`config.mk`:
```
export PLATFORM = sky130hd
export DESIGN_NAME = fetch_unit
export DESIGN_NICKNAME = d
export VERILOG_FILES = /design/src/rtl/cpu_pkg.sv /design/src/rtl/fetch_unit.sv
export SDC_FILE = /design/constraint.sdc
export NUM_CORES = 1
export LEC_CHECK = 0
export ABC_AREA = 1
export BUFFER_PORTS_ARGS = -buffer_cell sky130_fd_sc_hd__buf_2
export CORE_MARGIN = 5
export CORE_UTILIZATION = 50
export DETAILED_ROUTE_END_ITERATION = 8
export PLACE_DENSITY = 0.78
export SLEW_MARGIN = 25
export SYNTH_ARGS = -nofsm -noshare
export SYNTH_HDL_FRONTEND = slang
export SYNTH_SLANG_ARGS = --single-unit
export TNS_END_PERCENT = 1
```
`constraint.sdc`:
```
create_clock -name clk -period 1.6 [get_ports clk]
set_input_delay 0.24 -clock clk [delete_from_list [all_inputs] [get_ports clk]]
set_output_delay 0.24 -clock clk [all_outputs]
set_load 0.03 [all_outputs]
```
`src/rtl/cpu_pkg.sv`:
```
// Shared CPU definitions: fetch state encoding and stall counter width.
package cpu_pkg;

  typedef enum logic [1:0] {
    FLUSH = 2'd0,
    RUN   = 2'd1,
    HALT  = 2'd2
  } fetch_state_e;

  localparam int STALL_CNT_W = 16;

endpackage

```
`src/rtl/fetch_unit.sv`:
```
// Instruction fetch stage: streams words from a synchronous-read imem to the decoder.
// Optional stall cycle counter enabled by defining FETCH_STALL_CNT_EN.
module fetch_unit
  import cpu_pkg::*;
#(
  parameter int ADDR_SIZE = 8,
  parameter int INST_SIZE = 16
) (
  input  logic                   clk,
  input  logic                   rst,
  output logic [ADDR_SIZE-1:0]   imem_addr,
  input  logic [INST_SIZE-1:0]   imem_data,
  output logic [INST_SIZE-1:0]   inst,
  output logic [ADDR_SIZE-1:0]   inst_pc,
  output logic                   inst_valid,
  input  logic                   inst_ready,
  input  logic                   redirect,
  input  logic [ADDR_SIZE-1:0]   redirect_addr,
  input  logic                   halt_req,
  output logic                   halted,
  output logic [STALL_CNT_W-1:0] stall_count
);

  fetch_state_e           state_q, state_d;
  logic [ADDR_SIZE-1:0]   fetch_pc_q, fetch_pc_d;
  logic [INST_SIZE-1:0]   inst_q, inst_d;
  logic [ADDR_SIZE-1:0]   inst_pc_q, inst_pc_d;
  logic                   inst_valid_q, inst_valid_d;
  logic                   halted_q, halted_d;
  logic                   skid_valid_q, skid_valid_d;
  logic [INST_SIZE-1:0]   skid_data_q, skid_data_d;
  logic                   stalled;

  assign stalled = inst_valid_q & ~inst_ready;

  // The memory keeps reading the held fetch_pc during a stall, so the word for
  // fetch_pc-1 is only on imem_data in the first stall cycle; the skid keeps it.
  always_comb begin
    state_d      = state_q;
    fetch_pc_d   = fetch_pc_q;
    inst_d       = inst_q;
    inst_pc_d    = inst_pc_q;
    inst_valid_d = inst_valid_q;
    halted_d     = halted_q;
    skid_valid_d = skid_valid_q;
    skid_data_d  = skid_data_q;

    unique case (state_q)
      FLUSH: begin
        inst_valid_d = 1'b0;
        if (redirect) begin
          fetch_pc_d = redirect_addr;
        end else begin
          fetch_pc_d = fetch_pc_q + ADDR_SIZE'(1);
          state_d    = RUN;
        end
      end
      RUN: begin
        if (inst_valid_q && halt_req) begin
          inst_valid_d = 1'b0;
          halted_d     = 1'b1;
          skid_valid_d = 1'b0;
          state_d      = HALT;
        end else if (redirect) begin
          inst_valid_d = 1'b0;
          fetch_pc_d   = redirect_addr;
          skid_valid_d = 1'b0;
          state_d      = FLUSH;
        end else if (stalled) begin
          if (!skid_valid_q) begin
            skid_valid_d = 1'b1;
            skid_data_d  = imem_data;
          end
        end else begin
          inst_d       = skid_valid_q ? skid_data_q : imem_data;
          inst_pc_d    = fetch_pc_q - ADDR_SIZE'(1);
          inst_valid_d = 1'b1;
          fetch_pc_d   = fetch_pc_q + ADDR_SIZE'(1);
          skid_valid_d = 1'b0;
        end
      end
      HALT: begin
        state_d = HALT;
      end
      default: begin
        state_d = FLUSH;
      end
    endcase
  end

  // NOTE: sequential state uses non-blocking assignments so every flop samples pre-edge values.
  always_ff @(posedge clk) begin
    if (rst) begin
      state_q      <= FLUSH;
      fetch_pc_q   <= '0;
      inst_q       <= '0;
      inst_pc_q    <= '0;
      inst_valid_q <= 1'b0;
      halted_q     <= 1'b0;
      skid_valid_q <= 1'b0;
      skid_data_q  <= '0;
    end else begin
      state_q      <= state_d;
      fetch_pc_q   <= fetch_pc_d;
      inst_q       <= inst_d;
      inst_pc_q    <= inst_pc_d;
      inst_valid_q <= inst_valid_d;
      halted_q     <= halted_d;
      skid_valid_q <= skid_valid_d;
      skid_data_q  <= skid_data_d;
    end
  end

`ifdef FETCH_STALL_CNT_EN
  logic [STALL_CNT_W-1:0] stall_cnt_q, stall_cnt_d;

  always_comb begin
    stall_cnt_d = stall_cnt_q;
    if (state_q != HALT && stalled && stall_cnt_q != '1) begin
      stall_cnt_d = stall_cnt_q + STALL_CNT_W'(1);
    end
  end

  always_ff @(posedge clk) begin
    if (rst) begin
      stall_cnt_q <= '0;
    end else begin
      stall_cnt_q <= stall_cnt_d;
    end
  end

  assign stall_count = stall_cnt_q;
`else
  assign stall_count = '0;
`endif

  assign imem_addr  = fetch_pc_q;
  assign inst       = inst_q;
  assign inst_pc    = inst_pc_q;
  assign inst_valid = inst_valid_q;
  assign halted     = halted_q;

endmodule

```
==> results of run 1 <==
## final timing paths
path                          to  slack, ns  depth (start not counted)
setup / recovery  skid_data_q[2]       0.21                          7
hold / removal      imem_addr[6]       0.21                          2
setup reg to reg  skid_data_q[2]       0.21                          7
hold reg to reg   skid_data_q[5]       0.46                          2
## per-stage QoR
stage | cell area, um^2 | setup slack (ns) | total power (W)
after floorplan | 2590 | 0.174 | 0.00184
after global placement | 2800 | 0.109 | 0.00194
after detailed placement | 2800 | 0.0498 | 0.00194
after CTS | 2940 | 0.0314 | 0.00300
after global routing | 2940 | 0.0271 | 0.00311
final | 2940 | 0.209 | 0.00297
## state kept, by name, indices dropped and copies added (netlist names)
signal	flops
halted	1
state_q	2
skid_data_q	16
inst_valid	1
inst	16
skid_valid_q	1
inst_pc	8
imem_addr	8
## placed cells by master, fill, tap and decap left out, drive strengths merged
cell and n:
clkbuf 5, nand3 11, bufinv 2, o21ai 50
a211oi 1, a21oi 46, xor2 4, nor3 1
clkinv 1, conb 16, xnor2 1, a31oi 1
ha 2, inv 36, dfxtp 53, nand4 1
nor2 76, buf 67, nand2 42
## cells by family (layout without fill, tap and decap cells)
logic type | count (synthesis) | count (layout) | share of synthesized area
and+or+nand+nor | 131 | 131 | 0.211
AOI/OAI and AO/OA | 98 | 98 | 0.195
buffers and inverters | 71 | 111 | 0.148
DFF | 53 | 53 | 0.418
xor gates and xnor gates | 5 | 5 | 0.0173
adders and majority gates | 2 | 2 | 0.00986
other | 1 | 16 | 0.00148
## per-layer routing
metal | up-vias | global-route usage | part of all wire
li1 | 1226 | - | -
met5 | - | 0 | 0
met3 | 0 | 0.0521 | 0.092
met4 | 0 | 0.0338 | 0
met2 | 88 | 0.268 | 0.46
met1 | 1020 | 0.214 | 0.45
## power by group through the flow
stage | Combinational, W | Clock, W | Sequential (W)
finish | 0.000499 | 0.00105 | 0.00142
CTS | 0.000499 | 0.00108 | 0.00142
floorplan | 0.000299 | 0 | 0.00154
global placement | 0.000491 | 0 | 0.00145
global route | 0.000552 | 0.00113 | 0.00142
detailed placement | 0.000496 | 0 | 0.00145
## cell type report
type / instances / area [um^2]
Fill cell: 504 / 2070
Multi-Input combinational cell: 252 / 1160
Sequential cell: 53 / 1060
Timing Repair Buffer: 67 / 360
Inverter: 36 / 135
Tap cell: 70 / 87.6
Clock buffer: 5 / 68.8
Clock inverter: 3 / 65.1
## critical path, delay by kind of cell (launching register included)
kind                   cells  cell delay [ns]
AND/OR/NAND/NOR            4             0.52
flip-flops                 1             0.42
AO/OA/AOI/OAI              2             0.26
buffers and inverters      1             0.07
==> results.txt, run 1 <==
Drt wl/cell: 11.2 um
Final routed DRC violation total: 0
Initial Utilization: 0.506
Remaining antenna violation count: 0
Net Switching: 0.000818 W
GR Overflow Total: 0
Clk pwr share: 0.355
CP Capture Type: flop
IO buf count: 62
Fin util: 0.587
RSZ-0062 raised after global routing: false
DR vias: 2334
Die outline area: 0.00660 mm^2
Synth area leaders: dfxtp_1, nor2_1, a21oi_1
Sequential element share of the synthesized area: 0.418
H-tree levels: 2
Status: completed
Synth Cell Area: 0.00254 mm^2
Seq cells post-synth: 53
Ys Warns: 0
Total track usage: 0.165
First-pass GRT wire length: 8.68 mm
Hold Path Origin: rst
R2R Path Start: inst_valid
# setup viols final: 0
Synthesized area per cell: 7.03 um^2
Max rail drop VDD: 372 uV
Largest net degree at the start of global routing: 40
Final Hold Viols: 0
CP peak stage delay: 0.42 ns
Slew Viols, Final: 0
Yosys cell types: 24
DRT Wirelength: 5.46 mm
DRT iter0 DRCs: 139
Via/cell ratio: 4.80
Layout Nets: 446
Crit path DAT: 1.58 ns
Core Box Area: 0.00501 mm^2
Setup_tns: 0 ns
Setup Buffers After CTS: 0
Top FF cell, synth: dfxtp_1
Die Height: 81.2 um
# IOs: 79
Final worst path period share: 0.870
Hold WC Path Type: input port to flop
Number of global-route vias before repair: 1978
Placed cells: 478
Sw Ratio: 0.276
Synth area leader: dfxtp_1
CP startpoint: inst_valid
CTS tree: done
Top cells by count, synth: nor2_1, dfxtp_1, a21oi_1
Post-CTS Resized: 0
Combinational power share: 0.168
CTS Hold Bufs: 0
Reg power frac: 0.477
Sink Count: 53
Critical-path maximum fanout: 33
Root Driver: clkbuf_8
Max Cap Violations: 0
Most common cell in the netlist: nor2_1
Share of cells above drive strength 1: 0.204
Site row count: 26
Layout area overhead: 16.0%
Mapped Cells: 361
Worst-path clk slew: 0.09 ns
P_int: 0.00215 W
Num CTS Buffers: 5
GP Congestion: 0.832
CP Launch Type: flop
DRT Pass-1 Iters: 4
Worst Skew: 0.00235 ns
Fin Hold WS: 0.215 ns
DP HPWL: 3.91 mm
Fmax: 0.719 GHz
CP max stage cell: dfxtp_1
PD cells: 1010 mW/mm^2
Leakage: 1.36 nW
Die W: 81.2 um
Crit Path Category: flop to flop
Bufs on Longest Clock Path: 2
Latest clock arrival within the worst-skew pair: 0.30 ns
Worst path required time: 1.79 ns
Post-synth EDFFs: 0
Initial antenna violation count: 0
Post-synth top area share: 0.418
Crit-path cells: inv_2, nor2_4, nand2_1, nor2_2, nand2_4, o21ai_0, a21oi_1
Fin cells: 486
Post-synth ARST share: 0
Ant. Diodes: 0
Min Tclk post-route: 1.39 ns
Power figures use the tool's default switching activity.
==> run 2: changes to the inputs <==
--- a/config.mk
+++ b/config.mk
@@ -7,10 +7,11 @@
 export LEC_CHECK = 0
 export ABC_AREA = 1
 export BUFFER_PORTS_ARGS = -buffer_cell sky130_fd_sc_hd__buf_2
+export CORE_ASPECT_RATIO = 0.75
 export CORE_MARGIN = 5
 export CORE_UTILIZATION = 50
 export DETAILED_ROUTE_END_ITERATION = 8
-export PLACE_DENSITY = 0.78
+export PLACE_DENSITY = 0.76
 export SLEW_MARGIN = 25
 export SYNTH_ARGS = -nofsm -noshare
 export SYNTH_HDL_FRONTEND = slang
==> run 2 against run 1 <==
Compared with the run above: design area grew 0.30%; non-clock buffer count rose by 3; clock-buffer cell count is the same; first-iteration DRC count is the same; global-route usage is 1.5 points higher; critical path depth up 1; sequential power is essentially flat; hold slack gained 0.0033 ns; register-to-register slack got worse by 0.08 ns; combinational power is 1% higher; via count grew 0.86%; largest cell class unchanged; largest power group unchanged.
==> results.txt, run 2 (synthesized netlist as in run 1, its figures left out) <==
Status: completed
Buf+Inv Stages, Crit Path: 2 (+1)
Via/cell ratio: 4.91 (+2.3%)
GR Overflow Total: 0 (unchanged)
Layout area overhead: 16.3%
IO buf count: 62 (unchanged)
Root Driver: clkbuf_8
Reg2reg setup slack: 0.13 ns (-0.08 ns)
Largest net degree at the start of global routing: 37 (-7.5%)
Max rail drop VDD: 593 uV (+59%)
Final Hold Viols: 0 (unchanged)
Leakage: 1.38 nW (+1.1%)
Bufs on Longest Clock Path: 2 (unchanged)
M1 WL: 2.68 mm (+9.4%)
GP Congestion: 0.883 (+6.2%)
CP peak stage delay: 0.36 ns (-0.06 ns)
DRT Wirelength: 5.85 mm (+7.3%)
DRT iter0 DRCs: 139 (unchanged)
# setup viols final: 0 (unchanged)
Ant. Diodes: 0 (unchanged)
CP Launch Type: flop
PD cells: 1020 mW/mm^2 (+0.75%)
Final routed DRC violation total: 0 (unchanged)
FF-to-FF path depth: 8 (+1)
CP max stage cell: dfxtp_1
Initial Utilization: 0.518 (+0.0114)
CP Depth: 8 (+1)
Drt wl/cell: 12.2 um (+8.8%)
Initial antenna violation count: 0 (unchanged)
DP HPWL: 4.32 mm (+11%)
Die W: 92.3 um (+14%)
DRT Pass-1 Iters: 4 (unchanged)
Worst Skew: 0.00933 ns (+0.00698 ns)
Max Cap Violations: 0 (unchanged)
Worst path required time: 1.81 ns (+0.02 ns)
Min Tclk post-route: 1.47 ns (+0.0794 ns)
Num CTS Buffers: 5 (unchanged)
Most frequent CP cell: inv_2
Hold path depth: 2 (unchanged)
First-pass GRT wire length: 9.69 mm (+12%)
Crit-path cells: inv_2, nand2_1, nor2_2, nand2_2, nor2_4, inv_2, o21ai_1, nor2_1
CP Capture Type: flop
Top sig layer: met4
CTS Hold Bufs: 0 (unchanged)
# IOs: 79 (unchanged)
Core Box Area: 0.00490 mm^2 (-2.2%)
Fin util: 0.602 (+0.0150)
Setup Buffers After CTS: 0 (unchanged)
Crit path DAT: 1.68 ns (+0.10 ns)
Hold WC Path Type: input port to flop
Setup ws final: 0.129 ns (-0.0794 ns)
Crit Path Category: flop to flop
Die outline area: 0.00661 mm^2 (+0.22%)
Layout Nets: 449 (+0.67%)
Fin Hold WS: 0.218 ns (+0.00334 ns)
Worst-path clk slew: 0.10 ns (about the same)
Site row count: 22 (-15%)
Dpl ws: 0.103 ns (+0.0533 ns)
Crit path max-delay family: simple AND/OR/NAND/NOR gates
Total track usage: 0.179 (+0.0150)
Sink Count: 53 (unchanged)
Die Height: 71.7 um (-12%)
Most common cell after layout, fill and taps aside: nor2_1
CTS tree: done
Latest clock arrival within the worst-skew pair: 0.31 ns (about the same)
Slew Viols, Final: 0 (unchanged)
Met2 WL post-DR: 2.57 mm (+2.7%)
DR WL met3: 510 um (+1.2%)
Fmax: 0.680 GHz (-5.4%)
Critical-path maximum fanout: 17 (-48%)
Number of global-route vias before repair: 2108 (+6.6%)
H-tree levels: 2 (unchanged)
RSZ-0062 raised after global routing: true
Remaining antenna violation count: 0 (unchanged)
Most frequent cells in the layout: nor2_1, buf_2, dfxtp_1
DR vias: 2354 (+0.86%)
Share of cells above drive strength 1: 0.210 (+0.00570)
Final worst path period share: 0.919 (+0.0496)
-- run 2: changes by cell type in the layout (fill, tap and decap cells not counted) --
cell,previous run,this run
nand2_4,1,0
clkinv_2,1,0
nand2_2,2,3
buf_4,4,7
inv_6,0,1
-- run 2: path summary, 6_finish.rpt --
path / start / end
setup reg to reg: state_q[1] / inst[11]
hold reg to reg: skid_data_q[10] / skid_data_q[10]
setup / recovery: state_q[1] / inst[11]
hold / removal: rst / skid_valid_q
-- run 2: through the flow --
stage / std cells / instance area [um^2] / TNS [ns] / total power, W
5_1_grt: 479 / 2950 / -0.0218 / 0.00314
3_5_place_dp: 471 / 2810 / 0 / 0.00195
4_1_cts: 479 / 2950 / 0 / 0.00302
2_1_floorplan: 376 / 2590 / 0 / 0.00184
3_3_place_gp: 471 / 2810 / 0 / 0.00194
6_report: 479 / 2950 / 0 / 0.00300
-- run 2: routing by layer --
| layer | vias to the layer above | global-route usage |
|---|---|---|
| li1 | 1234 | - |
| met1 | 1023 | 0.242 |
| met2 | 85 | 0.268 |
| met3 | 12 | 0.0577 |
| met4 | 0 | 0.0692 |
| met5 | - | 0 |
-- run 2: layout make-up --
class                      count  area [um^2]
fill                         489         1950
multi-input combinational    252         1160
sequential                    53         1060
timing repair buffer          70          383
inverter                      36          135
tap                           60         75.1
clock buffer                   5         68.8
clock inverter                 3         68.8
-- run 2: timing repair --
item / 4_1_cts / 5_1_grt
hold endpoints to repair: 0 / 0
resized for setup: 0 / 2
endpoints found under the setup margin: 0 / 5
-- run 2: power by group --
part / total (W) / switching (W) / internal, W
clock: 0.00108 / 0.000447 / 0.000630
sequential: 0.00142 / 0.0000434 / 0.00137
combinational: 0.000506 / 0.000350 / 0.000156
-- run 2: worst reg2reg max path, delay by kind of cell (launching register included) --
| kind | cells | cell delay (ns) |
|---|---|---|
| AOI/OAI and AO/OA | 1 | 0.21 |
| DFF | 1 | 0.36 |
| buffers and inverters | 2 | 0.25 |
| and+or+nand+nor | 5 | 0.55 |
